`config.mk`:
```
export PLATFORM = sky130hd
export DESIGN_NAME = prelude_regfile_wb
export DESIGN_NICKNAME = d
export VERILOG_FILES = /design/src/rtl/prelude_pkg.sv /design/src/rtl/prelude_wb_fifo.sv /design/src/rtl/prelude_regfile_wb.sv
export SDC_FILE = /design/constraint.sdc
export NUM_CORES = 1
export LEC_CHECK = 0
export BUFFER_PORTS_ARGS = -buffer_cell sky130_fd_sc_hd__buf_2
export CAP_MARGIN = 40
export CORE_MARGIN = 2
export CORE_UTILIZATION = 50
export DETAILED_ROUTE_END_ITERATION = 8
export PLACE_DENSITY_LB_ADDON = 0.25
export SYNTH_ARGS = -nofsm -noshare
export SYNTH_HDL_FRONTEND = slang
export SYNTH_SLANG_ARGS = --single-unit
```
`constraint.sdc`:
```
create_clock -name clk -period 3.62 [get_ports clk]
set_clock_uncertainty 0.05 [all_clocks]
set_input_delay 0 -clock clk [delete_from_list [all_inputs] [get_ports clk]]
set_output_delay 0 -clock clk [all_outputs]
set_load 0.01 [all_outputs]
```
`src/rtl/prelude_pkg.sv`:
```
// Shared widths and types for the Prelude register file and writeback queue.
package prelude_pkg;

  localparam int unsigned DATA_W   = 8;
  localparam int unsigned NUM_REGS = 8;
  localparam int unsigned ADDR_W   = $clog2(NUM_REGS);

  typedef logic [DATA_W-1:0] word_t;

  typedef struct packed {
    logic [ADDR_W-1:0] addr;
    word_t             data;
  } wb_entry_t;

endpackage

```
`src/rtl/prelude_wb_fifo.sv`:
```
// Two-entry in-order queue of pending ALU writes; a load kills every entry aimed at its
// address and the survivors are compacted towards the head without reordering.
module prelude_wb_fifo
  import prelude_pkg::*;
(
  input  logic              clk_i,
  input  logic              rst_i,
  input  logic              push_i,
  input  wb_entry_t         push_entry_i,
  input  logic              pop_i,
  input  logic              kill_i,
  input  logic [ADDR_W-1:0] kill_addr_i,
  output wb_entry_t [1:0]   entry_o,
  output logic [1:0]        valid_o,
  output logic [1:0]        count_o,
  output logic              full_o
);

  wb_entry_t [1:0] entry_q, entry_d;
  logic [1:0]      valid_q, valid_d;
  logic [1:0]      kill;
  logic            keep0, keep1;

  always_comb begin
    for (int i = 0; i < 2; i++) begin
      kill[i] = kill_i && valid_q[i] && (entry_q[i].addr == kill_addr_i);
    end
    keep0   = valid_q[0] && !kill[0] && !pop_i;
    keep1   = valid_q[1] && !kill[1];
    entry_d = entry_q;
    valid_d = 2'b00;
    if (keep0) begin
      valid_d[0] = 1'b1;
      if (keep1) begin
        valid_d[1] = 1'b1;
      end
    end else if (keep1) begin
      entry_d[0] = entry_q[1];
      valid_d[0] = 1'b1;
    end
    // Push lands after the kill/pop compaction; caller only pushes when not full.
    if (push_i) begin
      if (!valid_d[0]) begin
        entry_d[0] = push_entry_i;
        valid_d[0] = 1'b1;
      end else begin
        entry_d[1] = push_entry_i;
        valid_d[1] = 1'b1;
      end
    end
  end

  always_ff @(posedge clk_i) begin
    if (rst_i) begin
      entry_q <= '0;
      valid_q <= 2'b00;
    end else begin
      entry_q <= entry_d;
      valid_q <= valid_d;
    end
  end

  assign entry_o = entry_q;
  assign valid_o = valid_q;
  assign count_o = {1'b0, valid_q[0]} + {1'b0, valid_q[1]};
  assign full_o  = &valid_q;

endmodule

```
`src/rtl/prelude_regfile_wb.sv`:
```
// Prelude register file with writeback queue, load-priority commit and hazard reporting.
// Build with PRELUDE_RF_FWD_EN defined to bypass pending writes onto the read ports.
module prelude_regfile_wb #(
  parameter int unsigned DATA_W   = prelude_pkg::DATA_W,
  parameter int unsigned NUM_REGS = prelude_pkg::NUM_REGS,
  localparam int unsigned ADDR_W  = $clog2(NUM_REGS)
) (
  input  logic              clk,
  input  logic              rst,
  input  logic [ADDR_W-1:0] rd_addr_a,
  output logic [DATA_W-1:0] rd_data_a,
  output logic              hazard_a,
  input  logic [ADDR_W-1:0] rd_addr_b,
  output logic [DATA_W-1:0] rd_data_b,
  output logic              hazard_b,
  input  logic              wb_valid,
  output logic              wb_ready,
  input  logic [ADDR_W-1:0] wb_addr,
  input  logic [DATA_W-1:0] wb_data,
  input  logic              ld_valid,
  input  logic [ADDR_W-1:0] ld_addr,
  input  logic [DATA_W-1:0] ld_data,
  output logic [1:0]        wb_pending
);

  import prelude_pkg::*;

  logic [DATA_W-1:0] regs_q [NUM_REGS];
  wb_entry_t [1:0]   entry;
  logic [1:0]        entry_valid;
  logic              full, push, pop;
  logic [1:0]        match_a, match_b;
  logic              ld_hit_a, ld_hit_b;

  // Ready depends on registered occupancy only, so a full queue never refills on a pop.
  assign wb_ready = !rst && !full;
  assign push     = wb_valid && wb_ready;
  assign pop      = !ld_valid && entry_valid[0];

  prelude_wb_fifo u_fifo (
    .clk_i        (clk),
    .rst_i        (rst),
    .push_i       (push),
    .push_entry_i ('{addr: wb_addr, data: wb_data}),
    .pop_i        (pop),
    .kill_i       (ld_valid),
    .kill_addr_i  (ld_addr),
    .entry_o      (entry),
    .valid_o      (entry_valid),
    .count_o      (wb_pending),
    .full_o       (full)
  );

  always_ff @(posedge clk) begin
    if (rst) begin
      for (int i = 0; i < NUM_REGS; i++) begin
        regs_q[i] <= '0;
      end
    end else if (ld_valid) begin
      regs_q[ld_addr] <= ld_data;
    end else if (pop) begin
      regs_q[entry[0].addr] <= entry[0].data;
    end
  end

  always_comb begin
    for (int i = 0; i < 2; i++) begin
      match_a[i] = entry_valid[i] && (entry[i].addr == rd_addr_a);
      match_b[i] = entry_valid[i] && (entry[i].addr == rd_addr_b);
    end
    ld_hit_a = ld_valid && (ld_addr == rd_addr_a);
    ld_hit_b = ld_valid && (ld_addr == rd_addr_b);
  end

`ifdef PRELUDE_RF_FWD_EN
  // Later assignments win: array < older entry < newer entry < load.
  always_comb begin
    rd_data_a = regs_q[rd_addr_a];
    if (match_a[0]) rd_data_a = entry[0].data;
    if (match_a[1]) rd_data_a = entry[1].data;
    if (ld_hit_a)   rd_data_a = ld_data;
    rd_data_b = regs_q[rd_addr_b];
    if (match_b[0]) rd_data_b = entry[0].data;
    if (match_b[1]) rd_data_b = entry[1].data;
    if (ld_hit_b)   rd_data_b = ld_data;
  end
  assign hazard_a = 1'b0;
  assign hazard_b = 1'b0;
`else
  assign rd_data_a = regs_q[rd_addr_a];
  assign rd_data_b = regs_q[rd_addr_b];
  assign hazard_a  = (|match_a) || ld_hit_a;
  assign hazard_b  = (|match_b) || ld_hit_b;
`endif

endmodule
```
======== After elaboration in Yosys (flattened, before gate mapping) ========
Memories as Yosys holds them, arrays and structs flattened.
Cells that the tools add are included.
word-level totals
  bits in registers ....................... 24
  bits in writable memories ............... 64
  output and inout bits ................... 21
  word-level logic and storage cells ...... 69
  memories kept ........................... 1
cells by class
  add/sub/neg operators ................... 1
  equality and inequality tests ........... 8
  muxes and demuxes ....................... 24
  reduce and logical (&&, ||, !) cells .... 30
memories
  memory  words  bits a word  rd ports  clocked after memory_dff  write ports  RTL line                  RTL
  regs_q  8      8            2         0                         8            prelude_regfile_wb.sv:28  logic [DATA_W-1:0] regs_q [NUM_REGS];
operator list
  operator              number
  two-way mux 11 bit    4
  equality test 3 bit   8
  logical AND 1 bit     16
  two-way mux 8 bit     2
  OR reduction 8 bit    2
  two-way mux 1 bit     15
  zero test 1 bit       6
  two-way mux 3 bit     2
  AND reduction 2 bit   2
  OR reduction 2 bit    2
  adder 1 x 1 -> 2 bit  1
  logical OR 1 bit      2
  two-way mux 2 bit     1

======== Depth between registers and ports, before layout ========
Gate-level depths: netlist of the first run.
  depth after elaboration ................. 8
  gate-level depth with buffers ........... 6

======== Hierarchy ========
From an unflattened synthesis of the first run, not the netlist that was laid out.
unflattened totals
  cell total of the unflattened synthesis .. 481
  area, all modules ....................... 5815.6 um^2
modules (own cells, without submodules)
  module              instances  cells each  area an instance (um^2)  seq. area each (um^2)
  prelude_regfile_wb  1          367         4621.9                   1921.8
  prelude_wb_fifo     1          114         1193.6                   480.5

======== Worst setup path before layout of the first run ========
No wires, ideal clock.
  path type ............................... reg-to-reg
  from .................................... register u_fifo.valid_q[0] (netlist: u_fifo.valid_o[0])
  to ...................................... memory regs_q[0][0], enable pin
  data arrival time ....................... 1.764 ns
  required time ........................... 3.236 ns
  path slack .............................. 1.472 ns
  cell stages (with the launch flop) ...... 6
  buffers on the path ..................... 1
  clock period less this slack ............ 2.148 ns
  cells stage by stage .................... dfxtp_1 > nor3b_2 > buf_4 > mux2i_2 > nand3_2 > nand2b_1
RTL lines
  item                    RTL line                  RTL
  start, declared         prelude_wb_fifo.sv:20     logic [1:0] valid_q, valid_d;
  start signal, assigned  prelude_wb_fifo.sv:59     valid_q <= valid_d;
  end, declared           prelude_regfile_wb.sv:28

==> flow_metrics.tcl, run 1 <==
set metrics [dict create \
    status "finished with violations" \
    violations "negative hold slack" \
    grt_start_max_net_pins 27 \
    intPower_mw 1.86 \
    synth-seq-cells 88 \
    whs_endpoint "regs_q[2][1]" \
    start_kind "flop" \
    r2r-start "u_fifo.valid_o[0]" \
    cts_buffers 9 \
    grt.overflow.total 0 \
    place_inst 528 \
    cts_tree "done" \
    r2r-end "regs_q[0][2]" \
    grt_pass1_wl_um 17700 \
    synth_most_common_cell "nor2_1" \
    final_cells 558 \
    grt_setup_unrepaired "no" \
    yosys.area.top_type_share 0.396 \
    num_io_pins 53 \
    grt_pass1_vias 3176 \
    setup_violations 0 \
    cts_resized 0 \
    std_cell_rows 35 \
    tightest_slew_ns 0.844 \
    nNetsFinal 457 \
    clock-sinks 88 \
    drt_pass1_iterations 4 \
    reg2reg_slack_ns 1.25 \
    holdPathStages 3 \
    drv_cap 0 \
    avgSynthCellArea_um2 13.3 \
    p_leak_nw 2.08 \
    totalWireLength_um 11300 \
    fill_cells 746 \
    reg2regPathDepth 5 \
    ys_types 38 \
    cts_max_level 3 \
    place.port_buffers 52 \
    ir_drop_mv 0.333 \
    final_hold_viol_count 1 \
    synth.area.top_cells "edfxtp_1, mux4_2, dfxtp_1" \
    die_width_um 103 \
    synthArstFlopShare 0 \
    final_antenna_net_count 0 \
    fmax_mhz 422 \
    dieArea_mm2 0.0105 \
    area_growth_pct 15.7 \
    n_antenna_cell 0 \
    pwr-share-clk 0.368 \
    power.density_mw_per_mm2 433 \
    via_per_inst 5.68 \
    min-delay-start "ld_data[1]" \
    switching_power_mw 0.576 \
    syn-cell-area_mm2 0.00486 \
    core-area_mm2 0.00933 \
    die_height_um 103 \
    wire_per_inst_um 20.2 \
    syn_inst 365 \
    grtUsageTotal 0.235 \
    synth_warnings 0 \
    ys.flop_type "edfxtp_1" \
    path_clk_slew_ns 0.09 \
    cp-end-kind "flop" \
    swShare 0.237 \
    critPathArrivalTime_ns 2.33 \
    start_util 0.521 \
    yosysTopAreaCell "edfxtp_1" \
    slew_viol_final 0 \
    holdWs_ns -0.00761 \
    syn-num-nets 398 \
    fin_crit_sh 0.654 \
    path_max_fanout 12 \
    globalplace.congestion 0.881 \
    critPathKind "reg2reg" \
    grt_antenna_before_repair 0 \
    comb_power_share 0.149 \
    synth_edf_count 64 \
    drtIter0Drc 231 \
    relSlewSlack 0.421 \
    yosysSeqAreaShare 0.495 \
    drc 0 \
    required_ns 3.58 \
    dp_hpwl_um 8480 \
    vias 3171 \
    insertion_delay_ns 0.35 \
    final_area_mm2 0.00562 \
    ctsLongestPathBuffers 2 \
    synthTopCellsByCount "nor2_1, edfxtp_1, mux4_2" \
    setup_tns_ns 0 \
    finalCriticalPeriod_ns 2.37 \
    dpl_cell_area_mm2 0.00519 \
    hp-class "in2reg" \
    drive_above_1_share 0.387 \
    pwr-share-seq 0.483 \
    cts-root-buf "clkbuf_8" \
]
-- cell type report --
| cell class | count | area, µm² | area share |
|---|---|---|---|
| clock inverter | 5 | 108 | 0.0192 |
| inverter | 12 | 45.0 | 0.00802 |
| timing repair buffer | 76 | 475 | 0.0847 |
| sequential | 88 | 2400 | 0.428 |
| tap | 129 | 161 | 0.0287 |
| multi-input combinational | 237 | 2250 | 0.401 |
| clock buffer | 11 | 174 | 0.0310 |
-- layout by cell type (no fill, tap or decap) --
master and instances:
nand2b_1 9, nor3b_2 1, o21bai_1 1, mux4_2 32, a41oi_4 1, o311a_4 1, o21ai_0 1, buf_4 10
o21a_1 1, clkbuf_8 9, nand3b_1 2, mux2i_2 2, o21ai_4 1, mux2_2 19, xnor2_1 21, mux2_4 10
buf_2 52, nand3_2 8, bufinv_16 3, inv_1 12, nand2_1 2, a21oi_2 1, nor2_1 77, nand3_1 2
xor2_1 3, or3b_1 1, a31oi_1 11, ha_1 1, nand4_1 6, dlygate4sd3_1 14, dfxtp_1 24, o311ai_2 1
a21oi_1 2, mux2i_1 8, and2_1 1, clkinv_4 2, edfxtp_1 64, clkbuf_16 2, o221a_2 11
-- repair_timing --
action,4_1_cts,5_1_grt
setup buffers,0,0
hold buffers,14,0
endpoints found under the hold margin,25,0
-- metrics by stage --
stage                     power (mW)   util  setup WS [ns]  hold slack, ns
final                           2.43  0.602           1.25        -0.00761
after global routing            2.52  0.602           1.04          0.0134
after CTS                       2.45  0.602           1.25         0.00186
after detailed placement        1.55  0.557           1.27           0.200
after global placement          1.53  0.551           1.36           0.195
after floorplan                 1.44      -           1.47          0.0934
-- metal layers --
| layer | vias up | share of wire | global-route usage |
|---|---|---|---|
| met5 | - | 0 | 0 |
| met4 | 0 | 0.020 | 0.0790 |
| met3 | 17 | 0.045 | 0.0285 |
| li1 | 1481 | - | - |
| met2 | 97 | 0.52 | 0.405 |
| met1 | 1576 | 0.41 | 0.310 |
-- cells by family after synthesis --
group | after synthesis | synth area share
and+or+nand+nor | 109 | 0.108
DFF | 88 | 0.495
muxes | 71 | 0.246
buffers and inverters | 40 | 0.0417
AOI/OAI and AO/OA | 32 | 0.0644
xor gates and xnor gates | 24 | 0.0433
adders and majority gates | 1 | 0.00258
-- state kept, by name (all words and copies together), names as in the netlist --
register        count
regs_q             64
u_fifo.entry_o     22
u_fifo.valid_o      2
-- worst max-delay path by stage --
stage,from,end
floorplan,u_fifo.valid_o[0],regs_q[0][0]
CTS,u_fifo.valid_o[0],regs_q[0][2]
global placement,u_fifo.valid_o[0],regs_q[5][0]
detailed placement,u_fifo.valid_o[0],regs_q[0][7]
finish,u_fifo.valid_o[0],regs_q[0][2]
global route,u_fifo.valid_o[0],regs_q[5][4]
-- power by group through the flow --
stage               Sequential (mW)  Combinational (mW)  Clock, mW
finish                         1.17               0.363      0.895
global route                   1.18               0.394      0.946
CTS                            1.17               0.366      0.907
detailed placement             1.20               0.352          0
global placement               1.20               0.338          0
floorplan                      1.17               0.262          0
-- worst max-delay path, stage by stage, from the launching register on --
cell and delay, ns:
dfxtp_1 0.49, nor3b_2 0.21, buf_4 0.26, mux2i_2 0.40, nand3_2 0.25, nand2b_1 0.37
Note: power is estimated with default switching activity, not from simulation.
==> inputs of run 2 (changes only) <==
==> constraint.sdc (replaced) <==
create_clock -name clk -period 2.3 [get_ports clk]
set_clock_uncertainty 0.05 [all_clocks]
set_input_delay 0 -clock clk [delete_from_list [all_inputs] [get_ports clk]]
set_output_delay 0 -clock clk [all_outputs]
set_load 0.01 [all_outputs]
==> run 2 against run 1 <==
Compared with the run above:
- via count stayed put
- fmax up 15%
- the run now ends clean
- sequential cell count is the same
- worst hold slack improved by 0.080 ns
- critical endpoint is now u_fifo.entry_o[8]
- clock power up 25%
- die area is the same
- critical path type unchanged
- register-to-register slack worse by 1.0 ns
- wire length is 3.9% lower
==> flow_metrics.tcl, run 2 (same netlist as run 1, synthesis figures left out) <==
set metrics [dict create \
    crit_family "compound AO/OA/AOI/OAI gates" \
    slew_viol_final 0 \
    area_growth_pct 16.4 \
    power.density_mw_per_mm2 628 \
    reg2reg_slack_ns 0.24 \
    grt_setup_unrepaired "no" \
    via_per_inst 5.53 \
    grt_antenna_before_repair 0 \
    drv_cap 0 \
    std_cell_rows 35 \
    start_util 0.521 \
    fin_ws_ns 0.243 \
    final_antenna_net_count 0 \
    place_inst 546 \
    min-delay-start "ld_data[7]" \
    grt_pass1_wl_um 17000 \
    worst-path-buf-inv 0 \
    r2r-start "u_fifo.entry_o[8]" \
    largest_reg_flops 64 \
    grt_start_max_net_pins 26 \
    mostFrequentLayoutCells "nor2_1, edfxtp_1, buf_2, mux4_2, buf_4" \
    globalplace.congestion 0.800 \
    final_common_cell "nor2_1" \
    cts_resized 0 \
    crit_path_max_incr_delay_ns 0.48 \
    drc 0 \
    drtIter0Drc 194 \
    comb_power_share 0.165 \
    cts-root-buf "clkbuf_8" \
    critPathSlowestCell "dfxtp_1" \
    final_hold_viol_count 0 \
    core-area_mm2 0.00933 \
    wire_per_inst_um 18.9 \
    fmax_mhz 486 \
    whs_endpoint "regs_q[0][7]" \
    clock-sinks 88 \
    die_width_um 103 \
    pre_cts_slack_ns 0.285 \
    num_io_pins 53 \
    setup_tns_ns 0 \
    setup_violations 0 \
    grtUsageTotal 0.222 \
    intPower_mw 2.63 \
    r2r-end "u_fifo.entry_o[8]" \
    cts_buffers 9 \
    switching_power_mw 0.921 \
    required_ns 2.50 \
    path_max_fanout 11 \
    tightest_slew_ns 0.616 \
    nNetsFinal 472 \
    grt_pass1_vias 3226 \
    ir_drop_mv 0.325 \
    path_cells "xor2_1 > o311ai_2 > nand3b_1 > o221a_2" \
    n_antenna_cell 0 \
    die_height_um 103 \
    cp-end-kind "flop" \
    relSlewSlack 0.589 \
    pwr-share-seq 0.518 \
    holdPathStages 4 \
    start_kind "flop" \
    status "finished, final reports clean" \
    cts_tree "done" \
    swShare 0.260 \
    final_cells 573 \
    grt.overflow.total 0 \
    final_util 0.606 \
    drive_above_1_share 0.414 \
    critPathArrivalTime_ns 2.25 \
    totalWireLength_um 10800 \
    ctsLongestPathBuffers 2 \
    finalCriticalPeriod_ns 2.06 \
    fin_crit_sh 0.894 \
    postCtsSetupBuffers 0 \
    p_leak_nw 2.12 \
    reg2regPathDepth 4 \
    fill_cells 753 \
    hp-class "in2reg" \
    drt_pass1_iterations 4 \
    place.port_buffers 52 \
    cts_max_level 3 \
    top_register "regs_q" \
    path_clk_slew_ns 0.10 \
    vias 3171 \
    insertion_delay_ns 0.36 \
    critPathKind "reg2reg" \
    dp_hpwl_um 7800 \
    pwr-share-clk 0.317 \
    dieArea_mm2 0.0105 \
]
-- run 2: cell types whose count changed in the layout (fill, tap and decap cells not counted), sizes merged --
cell,delta
bufinv,-2
buf,+18
dlygate4sd3,-3
clkbuf,-1
inv,+3
-- run 2: what timing repair did --
action	4_1_cts	5_1_grt
hold buffers	11	0
endpoints found under the setup margin	0	0
hold endpoints to repair	22	0
-- run 2: worst min-delay path: stages --
cell	delay (ns)
buf_2	0.08
mux2i_1	0.05
buf_4	0.17
nor2_1	0.08
-- run 2: worst max path at each step --
stage	cells past startpoint	startpoint	slack [ns]	endpoint
final	4	u_fifo.entry_o[8]	0.24	u_fifo.entry_o[8]
after global placement	5	u_fifo.valid_o[0]	0.33	regs_q[1][0]
after floorplan	5	u_fifo.valid_o[0]	0.15	regs_q[0][0]
after detailed placement	4	u_fifo.entry_o[8]	0.29	u_fifo.entry_o[8]
after CTS	4	u_fifo.entry_o[8]	0.25	u_fifo.entry_o[8]
after global routing	4	u_fifo.entry_o[8]	0.11	u_fifo.entry_o[8]
-- run 2: final cells by class --
cell class,count,area [µm²],area share
Clock inverter,6,73.8,0.0131
Multi-Input combinational cell,237,2250,0.398
Clock buffer,10,138,0.0244
Tap cell,129,161,0.0286
Inverter,12,45.0,0.00797
Timing Repair Buffer,91,581,0.103
Sequential cell,88,2400,0.425
-- run 2: power groups by stage --
stage / Clock [mW] / Combinational [mW] / Sequential (mW)
3_3_place_gp: 0 / 0.564 / 1.87
5_1_grt: 1.22 / 0.630 / 1.85
4_1_cts: 1.15 / 0.588 / 1.84
2_1_floorplan: 0 / 0.413 / 1.85
3_5_place_dp: 0 / 0.572 / 1.88
6_report: 1.12 / 0.584 / 1.84
-- run 2: per-stage QoR --
stage | total power [mW] | hold slack (ns) | area (µm²)
3_5_place_dp | 2.45 | 0.198 | 5330
2_1_floorplan | 2.26 | 0.0934 | 4860
3_3_place_gp | 2.43 | 0.198 | 5330
5_1_grt | 3.69 | 0.0715 | 5650
6_report | 3.55 | 0.0729 | 5650
4_1_cts | 3.58 | 0.0601 | 5650
-- run 2: metal layers --
metal / routed length (µm) / global-route usage
met5: 0 / 0
met4: 128 / 0.0892
met3: 618 / 0.0353
met1: 4340 / 0.285
met2: 5740 / 0.381
==> inputs of run 3 (changes only) <==
--- a/config.mk
+++ b/config.mk
@@ -7,8 +7,8 @@
 export LEC_CHECK = 0
 export BUFFER_PORTS_ARGS = -buffer_cell sky130_fd_sc_hd__buf_2
 export CAP_MARGIN = 40
-export CORE_MARGIN = 2
-export CORE_UTILIZATION = 50
+export CORE_MARGIN = 5
+export CORE_UTILIZATION = 40
 export DETAILED_ROUTE_END_ITERATION = 8
 export PLACE_DENSITY_LB_ADDON = 0.25
 export SYNTH_ARGS = -nofsm -noshare
==> run 3 against run 2 <==
Compared with the run above:
- worst setup slack better by 0.054 ns
- combinational power is essentially flat
- sequential power barely moved
- final cell count rose by 2.8%
- sequential cell count unchanged
- fmax grew 2.7%
- global-route usage fell by 6.4 points
- critical endpoint is now regs_q[5][4]
- largest power group unchanged
==> flow_metrics.tcl, run 3 (same netlist as run 1, synthesis figures left out) <==
set metrics [dict create \
    drtIter0Drc 203 \
    std_cell_rows 40 \
    mostFrequentLayoutCells "nor2_1, edfxtp_1, buf_2, mux4_2, buf_4" \
    critPathArrivalTime_ns 1.93 \
    clock-sinks 88 \
    totalWireLength_um 10900 \
    globalplace.congestion 0.743 \
    dieArea_mm2 0.0144 \
    cts_resized 0 \
    final_area_mm2 0.00574 \
    n_antenna_cell 0 \
    area_growth_pct 18.2 \
    path_max_fanout 8 \
    setup_violations 0 \
    status "finished, final reports clean" \
    grt_start_max_net_pins 36 \
    slew_viol_final 0 \
    p_leak_nw 2.14 \
    setup_tns_ns 0 \
    power.density_mw_per_mm2 673 \
    grt_setup_unrepaired "no" \
    start_kind "flop" \
    grt.overflow.total 0 \
    die_height_um 120 \
    place_inst 562 \
    cts-root-buf "clkbuf_16" \
    finalPower_mw 3.86 \
    drt_pass1_iterations 4 \
    drive_above_1_share 0.405 \
    cts_tree "done" \
    vias 3117 \
    grtUsageTotal 0.159 \
    fin_crit_sh 0.871 \
    via_per_inst 5.29 \
    ctsHoldBuffers 11 \
    insertion_delay_ns 0.33 \
    cts_max_level 3 \
    holdWs_ns 0.101 \
    critPathKind "reg2reg" \
    ir_drop_mv 0.453 \
    grt_pass1_vias 3222 \
    grt_antenna_before_repair 0 \
    final_util 0.480 \
    pre_cts_slack_ns 0.267 \
    path_clk_slew_ns 0.06 \
    final_antenna_net_count 0 \
    start_util 0.406 \
    tightest_slew_ns 0.614 \
    ctsLongestPathBuffers 2 \
    cp-end-kind "flop" \
    final_common_cell "nor2_1" \
    final_hold_viol_count 0 \
    dpl_cell_area_mm2 0.00534 \
    final_cells 589 \
    core-area_mm2 0.0120 \
    fmax_mhz 499 \
    top_register "regs_q" \
    hp-class "in2reg" \
    die_width_um 120 \
    grt_pass1_wl_um 17800 \
    place.port_buffers 52 \
    num_io_pins 53 \
    drv_cap 0 \
    cts_buffers 9 \
    finalCriticalPeriod_ns 2.00 \
    wire_per_inst_um 18.6 \
    postCtsSetupBuffers 0 \
    relSlewSlack 0.591 \
    required_ns 2.23 \
    largest_reg_flops 64 \
    drc 0 \
    dp_hpwl_um 8010 \
    nNetsFinal 470 \
    fin_ws_ns 0.297 \
]
## run 3: worst paths after layout
path | start | endpoint | slack, ns | cells past startpoint
worst min-delay path | ld_data[7] | regs_q[5][7] | 0.10 | 4
worst max register to register | u_fifo.valid_o[0] | regs_q[5][4] | 0.30 | 5
worst max-delay path | u_fifo.valid_o[0] | regs_q[5][4] | 0.30 | 5
worst min register to register | u_fifo.entry_o[1] | u_fifo.entry_o[1] | 0.49 | 1
## run 3: critical path, cell delays in order (launching register included)
cell	delay, ns
dfxtp_1	0.40
nor3b_2	0.19
buf_4	0.17
mux2i_2	0.37
nand3_2	0.13
nand2b_1	0.34
## run 3: area by class of cell
class / instances / area, µm²
Inverter: 12 / 45.0
Multi-Input combinational cell: 237 / 2250
Fill cell: 1036 / 6220
Timing Repair Buffer: 89 / 566
Sequential cell: 88 / 2400
Clock inverter: 3 / 41.3
Clock buffer: 13 / 250
Tap cell: 147 / 184
## run 3: per-layer routing
metal / vias up / share of wire / wire length (µm) / global-route usage
met4: 0 / 0.0093 / 102 / 0.0408
li1: 1507 / - / - / -
met1: 1517 / 0.43 / 4730 / 0.202
met3: 9 / 0.040 / 435 / 0.0267
met2: 84 / 0.52 / 5670 / 0.281
met5: - / 0 / 0 / 0
## run 3: report_power, final
part	switching [mW]	internal, mW
registers	0.0526	1.79
logic	0.293	0.289
clock network	0.569	0.872
total	0.915	2.95
